**config.mk**
```make
export PLATFORM = sky130hd
export DESIGN_NAME = rotator_sequencer
export DESIGN_NICKNAME = d
export VERILOG_FILES = /design/src/rtl/rotator_sequencer.sv
export SDC_FILE = /design/constraint.sdc
export NUM_CORES = 1
export LEC_CHECK = 0
export ABC_CLOCK_PERIOD_IN_PS = 3500
export CORE_ASPECT_RATIO = 1.2
export CORE_MARGIN = 3
export CORE_UTILIZATION = 39
export DETAILED_ROUTE_END_ITERATION = 8
export PLACE_DENSITY = 0.92
export SYNTH_ARGS = -nofsm -noshare
export SYNTH_HDL_FRONTEND = slang
export SYNTH_SLANG_ARGS = --single-unit
```
**constraint.sdc**
```tcl
create_clock -name clk -period 3.5 [get_ports clk]
set_clock_uncertainty 0.2 [all_clocks]
set_input_delay 0.875 -clock clk [delete_from_list [all_inputs] [get_ports clk]]
set_output_delay 0.875 -clock clk [all_outputs]
set_load 0.005 [all_outputs]
```
**src/rtl/rotator_sequencer.sv**
```systemverilog
// -----------------------------------------------------------------------------
// rotator_sequencer
//
// Command-level controller for one loadable left/right rotator register.
// A requester hands over (data, amount, direction) on a valid/ready command
// port. This block:
//   1. loads the word into the rotator,
//   2. steps the rotator once per clock until the requested rotation is done,
//   3. presents the rotator's output on a valid/ready result port.
// The rotator shares clk and rst_n with this block. Only one command is in
// flight at a time.
//
// Parameters
//   WIDTH     rotator data width (power of two, >= 4)
//   AMT_W     width of the requested rotate amount (>= $clog2(WIDTH))
//   SHORTEST  1: rotate the opposite way when that needs fewer steps
//
// Ports
//   clk, rst_n        clock, asynchronous active-low reset
//   cmd_valid/ready   command handshake; cmd_ready is high only in IDLE
//   cmd_data          word to rotate
//   cmd_amt           requested amount; only its low $clog2(WIDTH) bits matter
//   cmd_dir           0 = rotate left, 1 = rotate right
//   res_valid/ready   result handshake; res_valid is high only in DONE
//   res_data          rotated word (follows rot_data_out)
//   busy              high in any state other than IDLE
//   rot_enable/load/dir/data_in   drive the rotator's control and data pins
//   rot_data_out      rotator's current contents
// -----------------------------------------------------------------------------
module rotator_sequencer #(
  parameter int WIDTH    = 8,
  parameter int AMT_W    = 8,
  parameter bit SHORTEST = 1'b0
) (
  input  logic             clk,
  input  logic             rst_n,

  input  logic             cmd_valid,
  output logic             cmd_ready,
  input  logic [WIDTH-1:0] cmd_data,
  input  logic [AMT_W-1:0] cmd_amt,
  input  logic             cmd_dir,

  output logic             res_valid,
  input  logic             res_ready,
  output logic [WIDTH-1:0] res_data,

  output logic             busy,

  output logic             rot_enable,
  output logic             rot_load,
  output logic             rot_dir,
  output logic [WIDTH-1:0] rot_data_in,
  input  logic [WIDTH-1:0] rot_data_out
);

  localparam int LOG2W = $clog2(WIDTH);
  localparam logic [LOG2W-1:0] CNT_ONE  = LOG2W'(1);
  localparam logic [LOG2W-1:0] CNT_ZERO = '0;

  typedef enum logic [1:0] {
    IDLE   = 2'd0,
    LOAD   = 2'd1,
    ROTATE = 2'd2,
    DONE   = 2'd3
  } state_e;

  state_e           state_q;
  logic [WIDTH-1:0] data_q;   // captured word, driven onto rot_data_in
  logic [LOG2W-1:0] cnt_q;    // remaining single-bit rotate steps
  logic             dir_q;    // captured (possibly inverted) direction

  // Step count and direction derived from the incoming command.
  logic [LOG2W-1:0] eff_amt;
  logic [LOG2W-1:0] steps_d;
  logic             step_dir_d;

  // ---------------------------------------------------------------------------
  // Command decode: amount modulo WIDTH is just its low bits. With SHORTEST,
  // an amount past the half-way point is cheaper the other way round; exactly
  // half keeps the requested direction.
  // ---------------------------------------------------------------------------
  // NOTE: every signal assigned in always_comb gets a default first, so no
  // path through the block leaves it unassigned and no latch is inferred.
  always_comb begin
    eff_amt    = cmd_amt[LOG2W-1:0];
    steps_d    = eff_amt;
    step_dir_d = cmd_dir;
    if (SHORTEST && (int'(eff_amt) > WIDTH / 2)) begin
      steps_d    = LOG2W'(WIDTH - int'(eff_amt));
      step_dir_d = ~cmd_dir;
    end
  end

  // The amount bits above the modulo are intentionally ignored.
  if (AMT_W > LOG2W) begin : g_amt_hi
    logic unused_amt_hi;
    assign unused_amt_hi = ^cmd_amt[AMT_W-1:LOG2W];
  end

  // ---------------------------------------------------------------------------
  // Sequencer FSM.
  // The count holds k from the accept edge onward, so it is already loaded
  // with k while in LOAD. In ROTATE, the edge that sees cnt_q == 1 is the last
  // rotate edge, which gives exactly k rotate edges in total.
  // ---------------------------------------------------------------------------
  // NOTE: sequential state uses non-blocking assignments so every flop samples
  // the pre-edge values regardless of statement order.
  always_ff @(posedge clk or negedge rst_n) begin
    if (!rst_n) begin
      state_q <= IDLE;
      data_q  <= '0;
      cnt_q   <= '0;
      dir_q   <= 1'b0;
    end else begin
      case (state_q)
        IDLE: begin
          if (cmd_valid) begin
            data_q  <= cmd_data;
            cnt_q   <= steps_d;
            dir_q   <= step_dir_d;
            state_q <= LOAD;
          end
        end

        LOAD: begin
          state_q <= (cnt_q != CNT_ZERO) ? ROTATE : DONE;
        end

        ROTATE: begin
          cnt_q <= cnt_q - CNT_ONE;
          if (cnt_q == CNT_ONE) begin
            state_q <= DONE;
          end
        end

        DONE: begin
          if (res_ready) begin
            state_q <= IDLE;
          end
        end

        default: state_q <= IDLE;
      endcase
    end
  end

  // ---------------------------------------------------------------------------
  // Output decode. rot_dir and rot_data_in follow the captured registers in
  // every state. Outside ROTATE, rot_load or a low rot_enable dominates, so
  // the rotator ignores rot_dir there.
  // The rotator is disabled in DONE, so res_data is stable while the consumer
  // stalls.
  // ---------------------------------------------------------------------------
  assign cmd_ready   = (state_q == IDLE);
  assign busy        = (state_q != IDLE);
  assign res_valid   = (state_q == DONE);
  assign res_data    = rot_data_out;
  assign rot_enable  = (state_q == LOAD) || (state_q == ROTATE);
  assign rot_load    = (state_q == LOAD);
  assign rot_dir     = dir_q;
  assign rot_data_in = data_q;

endmodule
```
==> run metrics <==
outcome complete, no violations; leading area contributor after synthesis dfrtp_1; Yosys cell types 27; Iter 0 DRT Violations 2; Crit Path Max Fanout 9; largest net degree at the start of global routing 15; main flop type after synthesis dfrtp_1; Placement Setup Slack 0.9293 ns; htree depth 1; initial core utilization 0.4341; post-synthesis instance total 72; CTS root buf clkbuf_4; PnR worst setup slack 0.6168 ns; cts repair resizes 0; total number of vias 607; flops & latches, synth 14; Routed wire per std cell 15.13 um; max incr delay on CP 0.58 ns; main combinational cell family by area after synthesis multiplexers; fill cell count 177; Ys Warns 0; die span in y 57.13 um; Leakage Power 0.5003 nW; dpl hpwl 1.484 mm; Layout area overhead 34.17%; TritonCTS Buffers 3; CTS Buffer Depth 2; Fmax 0.3468 GHz; Post-Synth Simple-Gate Area 0.1016; DRC viols 0; Critical Path RT 2.42 ns; drt pass-1 iters 4; max_slew headroom 0.5917; crit path from state_q[0]; CTS clk-pin slew, worst paths 0.09 ns; initial antenna violation count 0; max_cap viols 0; Avg Inst Size Synth 11.80 um2; Hold Path Stages 1; Total Routed Length 1.876 mm; final slew viol count 0; Async SR Flop Fraction 1.000; clk_lat worst skew 0.28 ns; IO Port Bufs 29; Fin Setup TNS 0 ns; critical path class reg -> out; Hold Path Origin rot_data_in[0]; Synth top area share 0.4124; Ports 51; Worst R2R Start state_q[0]; RePlAce Congestion 0.6671; Final Hold Viols 0; Area contributors post-synth dfrtp_1 (41%), mux2_2 (13%), ha_1 (10%); post-synthesis sequential area ratio 0.4124; measured slew at the worst slew-check pin 0.6105 ns; Post-Layout Cell Count 124; placed insts 120; Die ar. 2777 um2; post-synthesis xor/xnor area fraction 0; Final min period 2.883 ns; post-synthesis mux area share 0.1458; RSZ-0062 raised after global routing false; Hold Crit Endpoint rot_data_in[0]; synthesized area 849.6 um2; R2R Setup Slk 1.59 ns; number of core rows 17; number of synthesized flops with an enable pin 0; drt via density 4.895; # Post-CTS Setup Buffers 0; CP bufs+invs 2; gr usage total 0.1422; Placeable Area 1957 um2; maximum VDD drop 0.5564 mV; reg2reg end state_q[1]; first-pass GRT wire length 3.022 mm; Final Cycle Share 0.8238; Nets 133; vias in the first global route 665; Post-CTS Hold Fix Bufs 0; share of layout cells above drive strength 1 0.2083; critical path arrival 1.81 ns; # diodes 0; R2R depth 5; post-synth net total 108; CP max stage cell clkdlybuf4s50_1; Synth Area in Compound Gates 0.1178; clock sink count 14; worst min path class reg -> reg; DRT antenna net count 0; Adder-Cell Fraction of Synth Area 0.1031; Critical Path Start Type flip-flop; endpoints failing setup 0; crit end category output port; GRT overflow 0; DIE WIDTH 48.61 um; hold_ws 0.3228 ns; Top delay family on crit path buffers and inverters; Power Density 889.2 nW/um2; CTS tree built; CP cell instances inv_1 -> ha_1 -> clkdlybuf4s50_1
[through the flow]
step / util / cell area [um2] / power (mW)
floorplan: - / 849.6 / 0.6498
global placement: 0.5639 / 1104 / 0.8660
detailed placement: 0.5639 / 1104 / 0.9005
CTS: 0.5825 / 1140 / 1.026
global route: 0.5825 / 1140 / 1.089
finish: 0.5825 / 1140 / 1.013
[how the worst max path moves through the flow]
stage | end | slack, ns | depth (start not counted)
after global placement | cmd_ready | 0.97 | 3
after floorplan | res_data[0] | 1.44 | 1
after global routing | cmd_ready | 0.52 | 3
after detailed placement | cmd_ready | 0.93 | 3
final | cmd_ready | 0.62 | 3
after CTS | cmd_ready | 0.61 | 3
[cell type report]
type | instances | area (um2) | area share
well taps | 28 | 35.03 | 0.03074
repair buffers | 29 | 290.3 | 0.2547
flip-flops and latches | 14 | 350.3 | 0.3074
inverters | 8 | 30.03 | 0.02634
clock buffers | 4 | 36.28 | 0.03183
multi-input cells | 41 | 397.9 | 0.3491
[report_power, final]
group          switching, mW  total, mW  internal (mW)
clock                 0.0522      0.115         0.0632
sequential            0.0638      0.312          0.248
combinational          0.233      0.586          0.353
total                  0.349       1.01          0.664
[cell usage after synthesis, types with 2 or more instances]
master	n
mux2_2	10
inv_1	8
nor2b_1	2
ha_1	7
buf_4	8
dfrtp_1	14
nor2_1	3
[flip-flops by register name, indices dropped and copies added, names as in the netlist]
name         cells
cnt_q            3
rot_dir          1
rot_data_in      8
state_q          2
[metal layers]
layer	routed length, um	GRT usage	vias to the layer above	share of wire
met4	0	0.04878	0	0
met2	1024	0.2699	33	0.55
met1	704	0.1494	289	0.38
li1	-	-	285	-
met5	0	0	-	0
met3	147	0.03916	0	0.078
[worst reg2reg max path: stages (launching register included)]
cell	delay [ns]
dfrtp_1	0.42
inv_1	0.12
ha_1	0.40
nor2b_4	0.27
a211oi_2	0.07
mux2_1	0.32
[cells in the final DEF (no fill, tap or decap), types with 2 or more instances in the layout]
cell | synthesis | routed
clkdlybuf4s50_1 | 0 | 29
clkbuf_4 | 0 | 3
dfrtp_1 | 14 | 14
nor2_1 | 3 | 3
mux2_2 | 10 | 10
inv_1 | 8 | 8
nor2b_1 | 2 | 2
ha_1 | 7 | 7
[cell families (layout without fill, tap and decap cells)]
logic type / count (synthesis) / in the layout
buffers and inverters: 17 / 41
DFF: 14 / 14
and+or+nand+nor: 13 / 13
muxes: 11 / 11
AOI/OAI and AO/OA: 10 / 10
adders and majority gates: 7 / 7
(Power assumes the default switching activity.)
